===== config.mk =====
export PLATFORM = sky130hd
export DESIGN_NAME = clk_verify_div_prog
export DESIGN_NICKNAME = d
export VERILOG_FILES = /design/src/rtl/clk_verify_div_prog.sv
export SDC_FILE = /design/constraint.sdc
export NUM_CORES = 1
export LEC_CHECK = 0
export CORE_MARGIN = 2
export CORE_UTILIZATION = 45
export CTS_BUF_LIST = sky130_fd_sc_hd__clkbuf_8
export CTS_CLUSTER_SIZE = 10
export DETAILED_ROUTE_END_ITERATION = 7
export MAX_ROUTING_LAYER = met4
export PLACE_DENSITY = 0.79
export RECOVER_POWER = 25
export SLEW_MARGIN = 20
export SYNTH_ARGS = -nofsm -noshare
export SYNTH_HDL_FRONTEND = slang
export SYNTH_SLANG_ARGS = --single-unit

===== constraint.sdc =====
create_clock -name clk -period 3.5 [get_ports clk]
set_clock_uncertainty 0.15 [all_clocks]
set_input_delay 0.7 -clock clk [delete_from_list [all_inputs] [get_ports clk]]
set_output_delay 0.7 -clock clk [all_outputs]
set_load 0.01 [all_outputs]

===== src/rtl/clk_verify_div_prog.sv =====
// clk_verify_div_prog: programmable observation clock divider.
//
// Produces a 50%-duty divided clock whose half period is H = 2^min(div_sel, CNT_W-1)
// core cycles. It runs either continuously or for a fixed number of full periods.
// Rising edges of the output are counted for on-chip readback. The pad buffer chain
// lives outside this block.
//
// Ports:
//   clk          core clock being observed (sole clock)
//   rst          synchronous reset, active-high
//   en           run enable for both modes
//   mode         0 = continuous, 1 = burst
//   div_sel      half-period select (clamped to CNT_W-1)
//   burst_len    full output periods per burst (0 = empty burst, done only)
//   start        burst trigger pulse, honoured in IDLE only
//   cnt_clr      synchronous clear of edge_cnt
//   clk_div_out  registered divided clock
//   busy         high whenever the divider is not idle
//   done         one-cycle pulse when a burst completes normally
//   edge_cnt     saturating count of clk_div_out rising edges
module clk_verify_div_prog #(
   parameter int unsigned CNT_W   = 16,
   parameter int unsigned SEL_W   = 4,
   parameter int unsigned BURST_W = 8,
   parameter int unsigned EDGE_W  = 16
) (
   input  logic               clk,
   input  logic               rst,
   input  logic               en,
   input  logic               mode,
   input  logic [SEL_W-1:0]   div_sel,
   input  logic [BURST_W-1:0] burst_len,
   input  logic               start,
   input  logic               cnt_clr,
   output logic               clk_div_out,
   output logic               busy,
   output logic               done,
   output logic [EDGE_W-1:0]  edge_cnt
);

   typedef enum logic [1:0] {
      StIdle,
      StRun,
      StStop
   } state_e;

   localparam logic [CNT_W-1:0] CntOne = CNT_W'(1);

   state_e             state_q, state_d;
   logic [CNT_W-1:0]   cnt_q, cnt_d;
   logic               out_q, out_d;
   logic [SEL_W-1:0]   sel_q, sel_d;
   logic               burst_q, burst_d;
   logic [BURST_W-1:0] len_q, len_d;
   logic [BURST_W-1:0] per_q, per_d;
   logic               done_q, done_d;
   logic [EDGE_W-1:0]  edge_q, edge_d;

   logic [SEL_W-1:0]   sel_clamped;
   logic [CNT_W-1:0]   half_m1;
   logic [BURST_W-1:0] per_inc;
   logic               term;
   logic               rise;

   // sel_q always holds an already-clamped value, so the shift never overflows.
   always_comb begin
      if (32'(div_sel) > CNT_W - 1) begin
         sel_clamped = SEL_W'(CNT_W - 1);
      end else begin
         sel_clamped = div_sel;
      end
   end

   assign half_m1 = (CntOne << sel_q) - CntOne;
   assign term    = (cnt_q == half_m1);
   assign per_inc = per_q + BURST_W'(1);

   always_comb begin
      state_d = state_q;
      cnt_d   = cnt_q;
      out_d   = out_q;
      sel_d   = sel_q;
      burst_d = burst_q;
      len_d   = len_q;
      per_d   = per_q;
      done_d  = 1'b0;
      rise    = 1'b0;

      unique case (state_q)
         StIdle: begin
            cnt_d = '0;
            out_d = 1'b0;
            per_d = '0;
            if (en && !mode) begin
               state_d = StRun;
               sel_d   = sel_clamped;
               burst_d = 1'b0;
            end else if (en && mode && start) begin
               if (burst_len == '0) begin
                  // Empty burst: report completion without leaving IDLE.
                  done_d = 1'b1;
               end else begin
                  state_d = StRun;
                  sel_d   = sel_clamped;
                  burst_d = 1'b1;
                  len_d   = burst_len;
               end
            end
         end

         StRun: begin
            if (!en && !out_q) begin
               // Low phase can be cut short without producing a runt pulse.
               state_d = StIdle;
               cnt_d   = '0;
            end else begin
               cnt_d = term ? '0 : cnt_q + CntOne;
               if (term) begin
                  out_d = !out_q;
                  if (!out_q) begin
                     rise = 1'b1;
                  end else begin
                     // Falling toggle closes a full period; pick up the new ratio here.
                     sel_d = sel_clamped;
                     per_d = per_inc;
                     if (!en) begin
                        state_d = StIdle;
                     end else if (burst_q && (per_inc == len_q)) begin
                        state_d = StIdle;
                        done_d  = 1'b1;
                     end
                  end
               end else if (!en) begin
                  // High phase in progress: finish it before going idle.
                  state_d = StStop;
               end
            end
         end

         StStop: begin
            cnt_d = term ? '0 : cnt_q + CntOne;
            if (term) begin
               out_d   = 1'b0;
               state_d = StIdle;
            end
         end

         default: begin
            state_d = StIdle;
         end
      endcase
   end

   always_comb begin
      edge_d = edge_q;
      if (cnt_clr) begin
         edge_d = '0;
      end else if (rise && (edge_q != '1)) begin
         edge_d = edge_q + EDGE_W'(1);
      end
   end

   always_ff @(posedge clk) begin
      if (rst) begin
         state_q <= StIdle;
         cnt_q   <= '0;
         out_q   <= 1'b0;
         sel_q   <= '0;
         burst_q <= 1'b0;
         len_q   <= '0;
         per_q   <= '0;
         done_q  <= 1'b0;
         edge_q  <= '0;
      end else begin
         state_q <= state_d;
         cnt_q   <= cnt_d;
         out_q   <= out_d;
         sel_q   <= sel_d;
         burst_q <= burst_d;
         len_q   <= len_d;
         per_q   <= per_d;
         done_q  <= done_d;
         edge_q  <= edge_d;
      end
   end

   assign clk_div_out = out_q;
   assign busy        = (state_q != StIdle);
   assign done        = done_q;
   assign edge_cnt    = edge_q;

endmodule

Word level (Yosys, flattened, before mapping)
Cells that the tools add are included.
{ "op_classes": {"add_sub_neg": 4, "shift": 1, "eq_ne": 15, "n_bitwise": 2, "reduce_logical": 22, "mux": 45} }
{ "ops": {"columns": ["cell", "n"], "rows": [
  ["one-hot mux 16 bit (3 select lines)", 1],
  ["adder 16 x 1 -> 16 bit (second input constant)", 2],
  ["two-way mux 16 bit", 2],
  ["two-way mux 4 bit", 6],
  ["two-way mux 8 bit", 3],
  ["two-way mux 2 bit", 10],
  ["two-way mux 1 bit", 18],
  ["== test 16 bit", 1],
  ["inequality test 16 bit (second input constant)", 1],
  ["one-hot mux 8 bit (2 select lines)", 1],
  ["<< shifter 1 x 4 -> 16 bit (first input constant)", 1],
  ["subtractor 16 x 1 -> 16 bit (second input constant)", 1],
  ["AND reduction 4 bit", 3],
  ["AND reduction 6 bit", 2],
  ["inequality test 2 bit (second input constant)", 5],
  ["adder 8 x 1 -> 8 bit (second input constant)", 1],
  ["== test 8 bit", 1],
  ["zero test 8 bit", 1],
  ["inequality test 4 bit (second input constant)", 2],
  ["one-hot mux 4 bit (2 select lines)", 1],
  ["logical AND 1 bit", 6],
  ["inequality test 3 bit (second input constant)", 2],
  ["one-hot mux 2 bit (3 select lines)", 1],
  ["nonzero test 2 bit", 3],
  ["11 further kinds", 14]
]} }
{ "totals": {"input_bits": 18, "regBits": 57} }

Longest topological paths before layout
{ "depth": {"word_depth": 9, "mapped_depth": 18, "depth_no_buf": 11} }

Worst setup path after synthesis
Ideal clock, no wire load.
{ "synth_path": {"kind": "register to register", "startpoint": "register sel_q[3]", "endpoint": "register per_q[7]", "path_slack_ns": 0.089, "path_buffers": 5, "path_stages_with_launch": 17, "setup_time_ns": 0.129, "arrival_time_ns": 3.132, "required_ns": 3.221, "cell_sequence": "dfxtp_1 -> buf_6 -> buf_2 -> buf_2 -> nor2_1 -> nand2_1 -> ha_1 -> xnor2_1 -> a211oi_2 -> or3b_1 -> nor4_2 -> and4_1 -> buf_4 -> nand3_1 -> buf_2 -> o2111ai_1 -> o41ai_2"} }
{ "synth_between": {"elab_chain_len": 5} }
{ "synth_lines": {"columns": ["element", "line", "source"], "rows": [
  ["start: declaration", "52", "logic [SEL_W-1:0] sel_q, sel_d;"],
  ["start signal: assignment", "178", "sel_q <= sel_d;"],
  ["<< shifter 1 x 4 -> 16 bit", "74", "assign half_m1 = (CntOne << sel_q) - CntOne;"],
  ["subtractor 16 x 1 -> 16 bit", "74", null],
  ["== test 16 bit", "75", "assign term = (cnt_q == half_m1);"],
  ["inequality test 2 bit (no line)", null, null],
  ["AND reduction 4 bit (no line)", null, null],
  ["end signal: assignment", "181", "per_q <= per_d;"],
  ["end: declaration", "55", "logic [BURST_W-1:0] per_q, per_d;"]
]} }
Every way passes these cells.
A chain may end at the register's enable or synchronous reset.

Worst setup path after layout
{ "layout_path": {"startpoint": "register sel_q[2]", "endpoint": "register state_q[1]"} }
{ "layout_between": {"elab_chain_len": 6, "word_cells_on_any_way": 10, "classes_between": "add/sub: 1; eq/ne: 4; shift: 1; mux: 3; reduce/logical: 1"} }
{ "layout_lines": {"columns": ["element", "line", "source"], "rows": [
  ["<< shifter 1 x 4 -> 16 bit (*)", "74", null],
  ["subtractor 16 x 1 -> 16 bit (*)", "74", null],
  ["== test 16 bit (*)", "75", null],
  ["two-way mux 2 bit", "118", "if (term) begin"],
  ["two-way mux 2 bit", "112", "if (!en && !out_q) begin"],
  ["one-hot mux 2 bit (3 select lines)", "89", "unique case (state_q)"],
  ["end signal: assignment", "165", "state_q <= StIdle;"],
  ["end signal: assignment", "175", "state_q <= state_d;"],
  ["end: declaration", "49", "state_e state_q, state_d;"]
]} }
Every way passes the cells marked *; elsewhere a longest branch is shown, timed or not.

==> flow_summary.yaml <==
synth:
  synth_compound_area_frac: 0.209
  synth_mux_area_frac: 0.0297
  yosysWarnings: 0
  synthDistinctLibCells: 63
  synth_area_leader_cell: "dfxtp_1"
  synth-seq-area-share: 0.301
  async_reset_ff_frac: 0
  synth_xor_area_frac: 0.0601
  synth.area.top_cells: "dfxtp_1, o21ai_0, nand2_1"
  yosys_most_used_dff: "dfxtp_1"
  synthTopCellsByCount: "dfxtp_1, nand2_1, o21ai_0, nor2_1, a21oi_1"
  syn_area_per_cell_um2: 7.70
  synth.most_common_cell: "dfxtp_1"
  synth_nets: 518
  synth_top_area_share: 0.301
  syn-cell-area_um2: 3790
  synthAdderAreaFrac: 0.0264
  synthCells: 492
  synth_edf_count: 0
  ys_seq_elements: 57
  synth-simple-area-share: 0.312
  synth_top_family_by_area: "simple AND/OR/NAND/NOR gates"
setup_path:
  critical_path.max_fanout: 9
  worstPathRequired_ns: 3.58
  cp-startpoint: "sel_q[2]$_SDFFE_PP0P_"
  regToRegSetupSlack_ns: 0.16
  endpoint: "state_q[1]$_SDFFE_PP0P_"
  end_kind: "register"
  critPathKind: "register to register"
  arrival_ns: 3.43
  r2r-end: "state_q[1]$_SDFFE_PP0P_"
  rr_worst_depth: 12
  crit_path_start_kind: "register"
  r2r_start: "sel_q[2]$_SDFFE_PP0P_"
timing:
  final.setup.tns_ns: 0
  slew_violations: 0
  maxSlewHeadroom: 0.687
  period_share: 0.955
  holdWs_ns: 0.345
  rsz0062_at_grt: "yes"
  hold_violations: 0
  tightest_slew_ns: 0.467
  fmax_ghz: 0.299
  period_minus_slack_ns: 3.34
  setup_viol: 0
drt:
  dr.pass1.iters: 8
  wl_um: 9780
  drt_iter0_markers: 250
  drcViolationCount: 0
  ant_nets: 0
  num_vias: 3753
  viasPerCell: 5.87
  routedWlPerCell_um: 15.3
clocking:
  clk_latency_ns: 0.35
  cts_tree: "built"
  cts_buffer_depth: 2
  htree_levels: 3
  ctsResizeCount: 0
  clock_sinks: 57
  cts_setup_buffers: 0
  cts_hold_buf: 0
  clkTransAtPathRegs_ns: 0.08
  numCtsBuffers: 9
  cts-root-buf: "clkbuf_8"
min_path:
  whs_path_depth: 2
  hp-class: "register to register"
floorplanning:
  die-area_um2: 9170
  start_util: 0.464
  die_w_um: 95.8
  die_y_um: 95.8
  placementRows: 33
  coreArea_um2: 8180
  io_pins: 37
pwr:
  p_leak_nw: 1.74
  irDropWorstVdd_v: 0.000261
  p_total_mw: 2.50
  p_per_area_nw_per_um2: 556
global_route:
  gr-usage-all-layers: 0.234
  grt_max_degree: 26
  grt-ovfl-total: 0
  grt_pass1_vias: 3515
  grt_pass1_wl_um: 16500
  antenna_found_initial: 0
layout:
  syn_to_final_growth_pct: 18.8
  nets: 555
  drive_above_1_share: 0.110
  num-fill-cells: 765
  utilization: 0.551
  antenna_cells: 0
placed_design:
  portBuffers: 36
  dp_hpwl_um: 7100
  gp_congestion: 0.958
outcome:
  status: "finished, final reports clean"
job:
  cap_violations: 0
critical path: stages, from the launching register on:
cell and delay [ns]:
dfxtp_1 0.43, nor2_1 0.09, nand2_1 0.07, ha_2 0.27
or3b_1 0.42, and3_1 0.23, nor4_1 0.32, and3_1 0.21
nand4_1 0.16, buf_4 0.19, o21ai_0 0.13, and3b_1 0.23
mux2_2 0.34
per-stage QoR:
step	instance area [um^2]	worst slack, ns	instances
finish	4500	0.157	639
global route	4500	-0.0201	639
CTS	4480	0.0607	639
detailed placement	4300	0.115	623
global placement	4300	0.143	623
floorplan	3790	0.0887	492
registers in the layout (all words and copies together) (netlist names):
signal and flops:
cnt_q 16, sel_q 4, edge_cnt 16, done 1, len_q 8, clk_div_out 1, per_q 8, burst_q 1
state_q 2
where the power goes:
part | leakage (nW) | internal, mW | switching (mW)
Sequential | 0.461 | 0.678 | 0.0333
Clock | 0.0847 | 0.276 | 0.302
Combinational | 1.19 | 0.506 | 0.706
worst min path at each step:
stage | slack, ns | from | endpoint
floorplan | 0.32 | len_q[0]$_SDFFE_PP0P_ | len_q[0]$_SDFFE_PP0P_
global placement | 0.33 | len_q[3]$_SDFFE_PP0P_ | len_q[3]$_SDFFE_PP0P_
detailed placement | 0.33 | len_q[0]$_SDFFE_PP0P_ | len_q[0]$_SDFFE_PP0P_
CTS | 0.35 | len_q[0]$_SDFFE_PP0P_ | len_q[0]$_SDFFE_PP0P_
global route | 0.37 | cnt_q[15]$_SDFFE_PP0N_ | cnt_q[15]$_SDFFE_PP0N_
finish | 0.34 | len_q[3]$_SDFFE_PP0P_ | len_q[3]$_SDFFE_PP0P_
metal layers:
layer,track usage,routed length [um],up-vias
met5,-,0,-
met4,0.0655,144,0
met3,0.0407,386,17
met2,0.391,4820,111
met1,0.290,4430,1765
li1,-,-,1860
placed cells by master (no fill, tap or decap), drive strengths merged, types with 4 or more instances in the layout:
cell and instances:
o211ai 5, mux2i 9, or3 11, a21oi 31, xor2 11, ha 8, clkdlybuf4s50 24, o22ai 5
dfxtp 57, nor3 16, nor2 35, nor4 9, nor3b 10, a21o 11, nand2b 6, clkbuf 11
nor2b 7, o21ai 39, dlygate4sd3 12, nand2 47, or4 6, a211oi 4, nand3 22, and3 16
inv 19, nand4 14, xnor2 15, buf 21
logic make-up (layout without fill, tap and decap cells):
group                    after synthesis  count (layout)
flip-flops                            57              57
XOR/XNOR                              26              26
adder cells (fa/ha/maj)                8               8
multiplexers                          11              11
buffers and inverters                 51              93
AO/OA/AOI/OAI                        122             122
AND/OR/NAND/NOR                      217             217
final cells by class:
type,count,area [um^2],share of cell area
well taps,105,131,0.0292
multi-input cells,384,2440,0.542
clock inverters,6,41.3,0.00917
repair buffers,58,538,0.120
inverters,19,71.3,0.0158
flip-flops and latches,57,1140,0.254
clock buffers,10,138,0.0306
Power figures use the tool's default switching activity.
